### config.mk
export PLATFORM = sky130hd
export DESIGN_NAME = bus_arbiter
export DESIGN_NICKNAME = d
export VERILOG_FILES = /design/src/rtl/bus_arbiter_pkg.sv /design/src/rtl/bus_arbiter.sv
export SDC_FILE = /design/constraint.sdc
export NUM_CORES = 1
export LEC_CHECK = 0
export CORE_AREA = 2 2 117 119
export CTS_CLUSTER_DIAMETER = 80
export DETAILED_ROUTE_END_ITERATION = 10
export DIE_AREA = 0 0 119 121
export SETUP_SLACK_MARGIN = 0.1
export SLEW_MARGIN = 20
export SYNTH_ARGS = -nofsm -noshare
export SYNTH_HDL_FRONTEND = slang
export SYNTH_SLANG_ARGS = --single-unit
### constraint.sdc
create_clock -name i_clock -period 1.5 [get_ports i_clock]
set_input_delay 0.15 -clock i_clock [delete_from_list [all_inputs] [get_ports i_clock]]
set_output_delay 0.15 -clock i_clock [all_outputs]
set_load 0.03 [all_outputs]
### src/rtl/bus_arbiter_pkg.sv
// Shared definitions for the two-master bus arbiter: FSM encodings and the
// read value returned on a forced (timed-out) completion.
package bus_arbiter_pkg;

    typedef enum logic [1:0] {
        IDLE     = 2'd0,
        GRANT_M0 = 2'd1,
        GRANT_M1 = 2'd2
    } state_t;

    localparam logic [31:0] TIMEOUT_RDATA = 32'hFFFF_FFFF;

endpackage

### src/rtl/bus_arbiter.sv
// Round-robin arbiter sharing one slave bus between a CPU (M0) and a DMA (M1).
// Define BUS_ARBITER_TIMEOUT_EN to force-complete grants after TIMEOUT_CYCLES.
module bus_arbiter
    import bus_arbiter_pkg::*;
#(
    parameter int unsigned TIMEOUT_CYCLES = 1024
) (
    input  logic        i_clock,
    input  logic        i_reset,
    input  logic        i_m0_request,
    input  logic        i_m0_rw,
    input  logic [31:0] i_m0_address,
    input  logic [31:0] i_m0_wdata,
    output logic        o_m0_ready,
    output logic [31:0] o_m0_rdata,
    input  logic        i_m1_request,
    input  logic        i_m1_rw,
    input  logic [31:0] i_m1_address,
    input  logic [31:0] i_m1_wdata,
    output logic        o_m1_ready,
    output logic [31:0] o_m1_rdata,
    output logic        o_bus_request,
    output logic        o_bus_rw,
    output logic [31:0] o_bus_address,
    output logic [31:0] o_bus_wdata,
    input  logic        i_bus_ready,
    input  logic [31:0] i_bus_rdata
);

    if (TIMEOUT_CYCLES == 0) begin : g_bad_timeout
        $error("bus_arbiter: TIMEOUT_CYCLES must be at least 1");
    end

    state_t state;
    state_t next_state;
    logic   last_owner;
    logic   timeout_hit;

`ifdef BUS_ARBITER_TIMEOUT_EN
    localparam int unsigned CW = $clog2(TIMEOUT_CYCLES + 1);
    localparam logic [CW-1:0] LAST_WAIT = CW'(TIMEOUT_CYCLES - 1);

    logic [CW-1:0] wait_count;

    // Held at zero in IDLE so every grant starts counting from zero.
    always_ff @(posedge i_clock or posedge i_reset) begin
        if (i_reset) begin
            wait_count <= '0;
        end else if (state == IDLE || i_bus_ready) begin
            wait_count <= '0;
        end else begin
            wait_count <= wait_count + 1'b1;
        end
    end

    assign timeout_hit = (state != IDLE) && (wait_count == LAST_WAIT);
`else
    assign timeout_hit = 1'b0;
`endif

    always_ff @(posedge i_clock or posedge i_reset) begin
        if (i_reset) begin
            state      <= IDLE;
            last_owner <= 1'b1;
        end else begin
            state <= next_state;
            if (i_bus_ready || timeout_hit) begin
                if (state == GRANT_M0) last_owner <= 1'b0;
                if (state == GRANT_M1) last_owner <= 1'b1;
            end
        end
    end

    always_comb begin
        next_state = state;
        case (state)
            IDLE: begin
                if (i_m0_request && i_m1_request) begin
                    next_state = last_owner ? GRANT_M0 : GRANT_M1;
                end else if (i_m0_request) begin
                    next_state = GRANT_M0;
                end else if (i_m1_request) begin
                    next_state = GRANT_M1;
                end
            end
            GRANT_M0: begin
                if (!i_m0_request || i_bus_ready || timeout_hit) next_state = IDLE;
            end
            GRANT_M1: begin
                if (!i_m1_request || i_bus_ready || timeout_hit) next_state = IDLE;
            end
            default: next_state = IDLE;
        endcase
    end

    // Grant-side muxing is purely combinational so a same-cycle slave ready
    // completes the transaction in its first grant cycle.
    always_comb begin
        o_bus_request = 1'b0;
        o_bus_rw      = 1'b0;
        o_bus_address = '0;
        o_bus_wdata   = '0;
        o_m0_ready    = 1'b0;
        o_m0_rdata    = '0;
        o_m1_ready    = 1'b0;
        o_m1_rdata    = '0;
        case (state)
            GRANT_M0: begin
                o_bus_request = i_m0_request;
                o_bus_rw      = i_m0_rw;
                o_bus_address = i_m0_address;
                o_bus_wdata   = i_m0_wdata;
                o_m0_ready    = i_bus_ready || timeout_hit;
                o_m0_rdata    = (timeout_hit && !i_bus_ready) ? TIMEOUT_RDATA : i_bus_rdata;
            end
            GRANT_M1: begin
                o_bus_request = i_m1_request;
                o_bus_rw      = i_m1_rw;
                o_bus_address = i_m1_address;
                o_bus_wdata   = i_m1_wdata;
                o_m1_ready    = i_bus_ready || timeout_hit;
                o_m1_rdata    = (timeout_hit && !i_bus_ready) ? TIMEOUT_RDATA : i_bus_rdata;
            end
            default: ;
        endcase
    end

endmodule

Word-level counts from Yosys, hierarchy flattened
Cells that the tools add are included.
{"block": "classes", "multipliers": 0, "n_eq_ne": 5, "addsub": 0, "magnitude_cmp": 0, "shifts": 0, "n_div": 0, "bitwise": 0, "muxes": 17, "reduce_logical": 9}
{"op": "case mux 32 bit (2 select lines)", "n": 2}
{"op": "2-to-1 mux 32 bit", "n": 2}
{"op": "2-to-1 mux 2 bit", "n": 6}
{"op": "case mux 2 bit (3 select lines)", "n": 1}
{"op": "2-to-1 mux 1 bit", "n": 4}
{"op": "!= test 2 x 1 -> 1 bit (second input constant)", "n": 2}
{"op": "!= test 4 bit (second input constant)", "n": 1}
{"op": "case mux 1 bit (2 select lines)", "n": 2}
{"op": "AND reduction 3 bit", "n": 1}
{"op": "equality test 2 x 1 -> 1 bit (second input constant)", "n": 1}
{"op": "equality test 2 bit (second input constant)", "n": 1}
{"op": "logical NOT 1 bit", "n": 2}
{"op": "logical NOT 2 bit", "n": 1}
{"op": "logical OR 1 bit", "n": 2}
{"op": "AND reduction 2 bit", "n": 1}
{"op": "nonzero test 2 bit", "n": 1}
{"op": "logical AND 1 bit", "n": 1}
{"block": "word_totals", "reg_bits": 3, "romBits": 0, "in_bits": 167, "memories": 0, "ram_bits": 0, "latchBits": 0, "word_cells": 33, "out_inout_bits": 132}

Longest topological paths before layout
{"block": "logic_depth", "ltp_word": 4, "depth_mapped": 6, "depth_no_buf": 5}

Worst setup path after synthesis
Ideal clock, no wire load.
{"block": "synth_timing", "path_type": "flip-flop to output port", "start": "register state[1]", "end": "output o_bus_address[0]", "t_arrival_ns": 1.555, "path_buffers": 2, "slack_ns": -0.205, "required_ns": 1.350, "stages_incl_launch_ff": 6, "path_cell_list": "dfrtp_1 > inv_1 > ha_1 > buf_4 > clkbuf_1 > nor2b_1"}
{"block": "synth_between", "elab_chain_len": 2, "elab_cells_between_ends": 3, "classes_between": "eq/ne (2); mux (1)"}
{"item": "start: declaration", "line_no": "bus_arbiter.sv:34", "rtl": "state_t state;"}
{"item": "start signal: assignment", "line_no": "bus_arbiter.sv:66", "rtl": "state <= next_state;"}
{"item": "equality test 2 bit / equality test 2 x 1 -> 1 bit (equally long branches)", "line_no": "bus_arbiter.sv:107", "rtl": "case (state)"}
{"item": "case mux 32 bit (2 select lines) *", "line_no": "bus_arbiter.sv:107"}
{"item": "end: declaration", "line_no": "bus_arbiter.sv:24", "rtl": "output logic [31:0] o_bus_address,"}
Mark *: on every way between the ends. The rest lies on a longest branch, timed or not.

Worst setup path after layout
{"block": "layout_timing", "start": "register state[1]", "end": "output o_bus_wdata[22]"}
{"block": "layout_between", "elab_chain_len": 2, "elab_cells_between_ends": 3, "classes_between": "eq/ne (2); mux (1)"}
{"item": "equality test 2 bit / equality test 2 x 1 -> 1 bit (equally long branches)", "line_no": "bus_arbiter.sv:107"}
{"item": "case mux 32 bit (2 select lines) *", "line_no": "bus_arbiter.sv:107"}
{"item": "end: declaration", "line_no": "bus_arbiter.sv:25", "rtl": "output logic [31:0] o_bus_wdata,"}
Marked as above.

==> impl_metrics.xml <==
<?xml version="1.0" encoding="UTF-8"?>
<metrics>
  <group name="status">
    <metric name="run_status" unit="">complete, but fails checks</metric>
    <metric name="failed_checks" unit="">negative setup slack</metric>
  </group>
  <group name="global_routing">
    <metric name="grt_pass1_wl" unit="um">18300</metric>
    <metric name="track_usage" unit="%">15.99</metric>
    <metric name="pin_count_of_the_biggest_net_entering_global_routing" unit="">39</metric>
    <metric name="grt_pass1_vias" unit="">3392</metric>
    <metric name="antenna_found_initial" unit="">0</metric>
    <metric name="grt.overflow.total" unit="">0</metric>
  </group>
  <group name="yosys">
    <metric name="synthMostInstantiatedCell" unit="">sky130_fd_sc_hd__a22oi_1</metric>
    <metric name="synth_area" unit="mm2">0.001694</metric>
    <metric name="synth_fp_nets" unit="">420</metric>
    <metric name="ys.warnings.count" unit="">0</metric>
    <metric name="postSynthRegisterBits" unit="">3</metric>
    <metric name="ys_top_cells_by_area" unit="">sky130_fd_sc_hd__a22oi_1 30%, sky130_fd_sc_hd__and2_1 24%, sky130_fd_sc_hd__nor2b_1 24%, sky130_fd_sc_hd__buf_2 3.0%, sky130_fd_sc_hd__dfrtp_1 3.0%</metric>
    <metric name="synth_enable_flop_cells" unit="">0</metric>
    <metric name="netlist.area_leader.share" unit="%">29.69</metric>
    <metric name="async_reset_ff_share" unit="%">100.0</metric>
    <metric name="netlist_instances" unit="">249</metric>
    <metric name="prevailing_post_synth_register_cell" unit="">sky130_fd_sc_hd__dfrtp_1</metric>
    <metric name="yosysSeqAreaShare" unit="%">4.505</metric>
    <metric name="number_of_distinct_standard_cells_referenced_by_the_synthesized_netlist" unit="">18</metric>
    <metric name="syn_area_per_cell" unit="um2">6.804</metric>
    <metric name="netlist_top_cells_count" unit="">67 x sky130_fd_sc_hd__a22oi_1, 66 x sky130_fd_sc_hd__and2_1, 66 x sky130_fd_sc_hd__nor2b_1</metric>
    <metric name="synth_area_leader_cell" unit="">sky130_fd_sc_hd__a22oi_1</metric>
  </group>
  <group name="floorplan">
    <metric name="core" unit="mm2">0.01309</metric>
    <metric name="die_h" unit="um">121</metric>
    <metric name="placementRows" unit="">42</metric>
    <metric name="die_x" unit="um">119</metric>
    <metric name="pin_count" unit="">299</metric>
    <metric name="initial_utilization" unit="%">12.95</metric>
    <metric name="die_area" unit="mm2">0.01440</metric>
  </group>
  <group name="sta">
    <metric name="worstMarginPinSlew" unit="ps">303.1</metric>
    <metric name="layout_min_cycle_time" unit="ps">1762</metric>
    <metric name="worst_slack" unit="ps">-261.9</metric>
    <metric name="achievable-frequency" unit="MHz">567.6</metric>
    <metric name="timing_hold_violations_final" unit="">0</metric>
    <metric name="timing.slew.headroom" unit="%">79.73</metric>
    <metric name="drv_slew" unit="">0</metric>
    <metric name="period_share" unit="%">117.5</metric>
    <metric name="setup_repair_after_global_routing_missed_its_margin" unit="">true</metric>
    <metric name="finClkSkew" unit="ps">1.352</metric>
    <metric name="endpoints_failing_setup" unit="">135</metric>
  </group>
  <group name="final_layout">
    <metric name="sequential_cell_area" unit="um2">76.32</metric>
    <metric name="filler_cell_count" unit="">1132</metric>
    <metric name="finalCoreUtilization" unit="%">49.93</metric>
    <metric name="area_growth" unit="%">285.7</metric>
    <metric name="antennaDiodeCount" unit="">0</metric>
    <metric name="multiInputGateArea" unit="mm2">0.002296</metric>
    <metric name="finalNonFillerCells" unit="">733</metric>
    <metric name="final_net_count" unit="">729</metric>
    <metric name="final_layout_size_suffix_gt1_share" unit="%">60.68</metric>
  </group>
  <group name="drt">
    <metric name="ant_nets" unit="">0</metric>
    <metric name="routed_via_density" unit="">4.333</metric>
    <metric name="post-route-drc-count" unit="">0</metric>
    <metric name="first_iter_violations" unit="">69</metric>
    <metric name="drt_first_pass_iters" unit="">4</metric>
    <metric name="wl_per_cell" unit="um">18.13</metric>
    <metric name="detailroute.via_count" unit="">3176</metric>
    <metric name="wirelength" unit="um">13290</metric>
  </group>
  <group name="pwr">
    <metric name="cellInternalPower" unit="mW">7.107</metric>
    <metric name="power.density_cell_area" unit="mW/mm2">1987</metric>
    <metric name="p_sw" unit="mW">5.874</metric>
    <metric name="seq_power_share" unit="%">1.2</metric>
    <metric name="sw_frac_of_total" unit="%">45.25</metric>
    <metric name="power_leakage" unit="nW">2.582</metric>
    <metric name="power_frac_comb" unit="%">95.6</metric>
    <metric name="pwr-share-clk" unit="%">3.3</metric>
    <metric name="power.ir.vdd_worst" unit="V">0.0007308</metric>
  </group>
  <group name="cts">
    <metric name="cts_tree" unit="">done</metric>
    <metric name="worst_setup_hold_path_clk_slew" unit="ps">30</metric>
    <metric name="post_cts_hold_buffer_count" unit="">0</metric>
    <metric name="clock-sinks" unit="">3</metric>
    <metric name="cts_made_buffers" unit="">3</metric>
    <metric name="clock_latency" unit="ps">220</metric>
    <metric name="h-tree-depth" unit="">1</metric>
    <metric name="cts-root-to-sink-buffers" unit="">2</metric>
    <metric name="ctsRootBufferMaster" unit="">sky130_fd_sc_hd__clkbuf_16</metric>
  </group>
  <group name="critical_path">
    <metric name="critPathKind" unit="">flop to primary output</metric>
    <metric name="cp-end-kind" unit="">primary output</metric>
    <metric name="worstRegToRegCells" unit="">7</metric>
    <metric name="start_kind" unit="">flop</metric>
    <metric name="critPathArrivalTime" unit="ps">1610</metric>
    <metric name="critical_path_peak_fanout" unit="">18</metric>
    <metric name="timing.critical_path.required" unit="ps">1350</metric>
    <metric name="reg2reg_to" unit="">state[0]$_DFFE_PP0P_</metric>
    <metric name="flop2flop_setup_slack" unit="ps">-180</metric>
    <metric name="worst_r2r_startpoint" unit="">state[1]$_DFFE_PP0P_</metric>
  </group>
  <group name="job">
    <metric name="drv.max_cap_violation_count" unit="">0</metric>
  </group>
  <group name="hold_path">
    <metric name="holdCritPathClass" unit="">primary input to asynchronous set/reset pin</metric>
  </group>
  <group name="placed_design">
    <metric name="gp_routability_congestion" unit="">0.7427</metric>
    <metric name="dp.final_hpwl" unit="um">8613</metric>
    <metric name="dpl.cell_count" unit="">708</metric>
    <metric name="port_buffers" unit="">298</metric>
  </group>
</metrics>
## cells by family after synthesis
| logic type | after synthesis | synth area share [%] |
|---|---|---|
| buf+inv | 33 | 10.27 |
| fa+ha+maj | 4 | 2.954 |
| mux | 1 | 0.6646 |
| flops | 3 | 4.506 |
| simple gates | 136 | 49.70 |
| compound gates | 72 | 31.91 |
## critical path: stages, from the launching register on
cell and delay (ps):
sky130_fd_sc_hd__dfrtp_1 390, sky130_fd_sc_hd__buf_6 130, sky130_fd_sc_hd__ha_4 200, sky130_fd_sc_hd__buf_12 170, sky130_fd_sc_hd__a22oi_2 270, sky130_fd_sc_hd__nor2b_4 80, sky130_fd_sc_hd__buf_12 140
## metal layers
metal  track usage (%)  vias to the layer above  wire [um]
li1                  -                     1495          -
met1             16.22                     1491       4625
met2             33.12                      178       7493
met3             3.055                       12       1006
met4             3.646                        0        166
met5                 0                        -          0
## power groups by stage
stage | registers, mW | logic [mW] | clock network (mW)
after global routing | 0.158 | 13.0 | 0.440
final | 0.153 | 12.4 | 0.423
after detailed placement | 0.146 | 8.75 | 0
after CTS | 0.150 | 11.4 | 0.431
after floorplan | 0.146 | 5.75 | 0
after global placement | 0.145 | 8.67 | 0
## sequential cells by signal, indices dropped and copies added, names as in the netlist
| signal | cells |
|---|---|
| last_owner | 1 |
| state | 2 |
## worst max path at each step
stage / from / to / slack, ps / depth (start not counted)
floorplan: state[1]$_DFFE_PP0P_ / o_bus_address[12] / -0.5 / 5
global placement: state[0]$_DFFE_PP0P_ / o_bus_request / -70 / 6
detailed placement: state[0]$_DFFE_PP0P_ / o_bus_address[0] / -60 / 6
CTS: state[1]$_DFFE_PP0P_ / o_bus_wdata[22] / -270 / 6
global route: state[1]$_DFFE_PP0P_ / o_bus_wdata[22] / -330 / 6
finish: state[1]$_DFFE_PP0P_ / o_bus_wdata[22] / -260 / 6
## layout make-up
class / count / share of cell area, %
inverters: 5 / 0.2872
well taps: 176 / 3.370
multi-input cells: 213 / 35.14
flip-flops and latches: 3 / 1.168
repair buffers: 332 / 58.83
clock buffers: 4 / 1.206
## metrics by stage
stage / power (mW) / TNS (ps) / hold WS, ps / instance area, um2 / setup slack [ps]
finish: 12.98 / -27630 / 106.5 / 6534 / -261.9
global route: 13.57 / -37470 / 129.1 / 6534 / -333.4
CTS: 11.93 / -22330 / 109.5 / 6153 / -267.1
detailed placement: 8.896 / -1579 / 339.9 / 5142 / -59.76
global placement: 8.814 / -380.4 / 334.2 / 5142 / -73.84
floorplan: 5.896 / -4.308 / -97.08 / 2150 / -0.5385
## placed cells by master, fill, tap and decap left out, types with 3 or more instances in the layout
master,netlist,layout
sky130_fd_sc_hd__clkdlybuf4s50_1,0,166
sky130_fd_sc_hd__buf_6,2,124
sky130_fd_sc_hd__a22oi_2,0,61
sky130_fd_sc_hd__nor2b_4,0,50
sky130_fd_sc_hd__and2_1,66,33
sky130_fd_sc_hd__and2_4,0,23
sky130_fd_sc_hd__nor2b_2,0,16
sky130_fd_sc_hd__buf_12,0,16
sky130_fd_sc_hd__buf_4,6,11
sky130_fd_sc_hd__and2_2,0,10
sky130_fd_sc_hd__clkbuf_16,0,10
sky130_fd_sc_hd__buf_16,0,7
sky130_fd_sc_hd__a22oi_1,67,6
sky130_fd_sc_hd__ha_4,0,4
sky130_fd_sc_hd__inv_1,5,3
## timing repair
action,4_1_cts,5_1_grt
pin swaps,36,13
setup endpoints to repair,135,135
buffers inserted,7,0
cloned,6,8
gates resized for setup,181,47
Note: power is estimated with default switching activity, not from simulation.
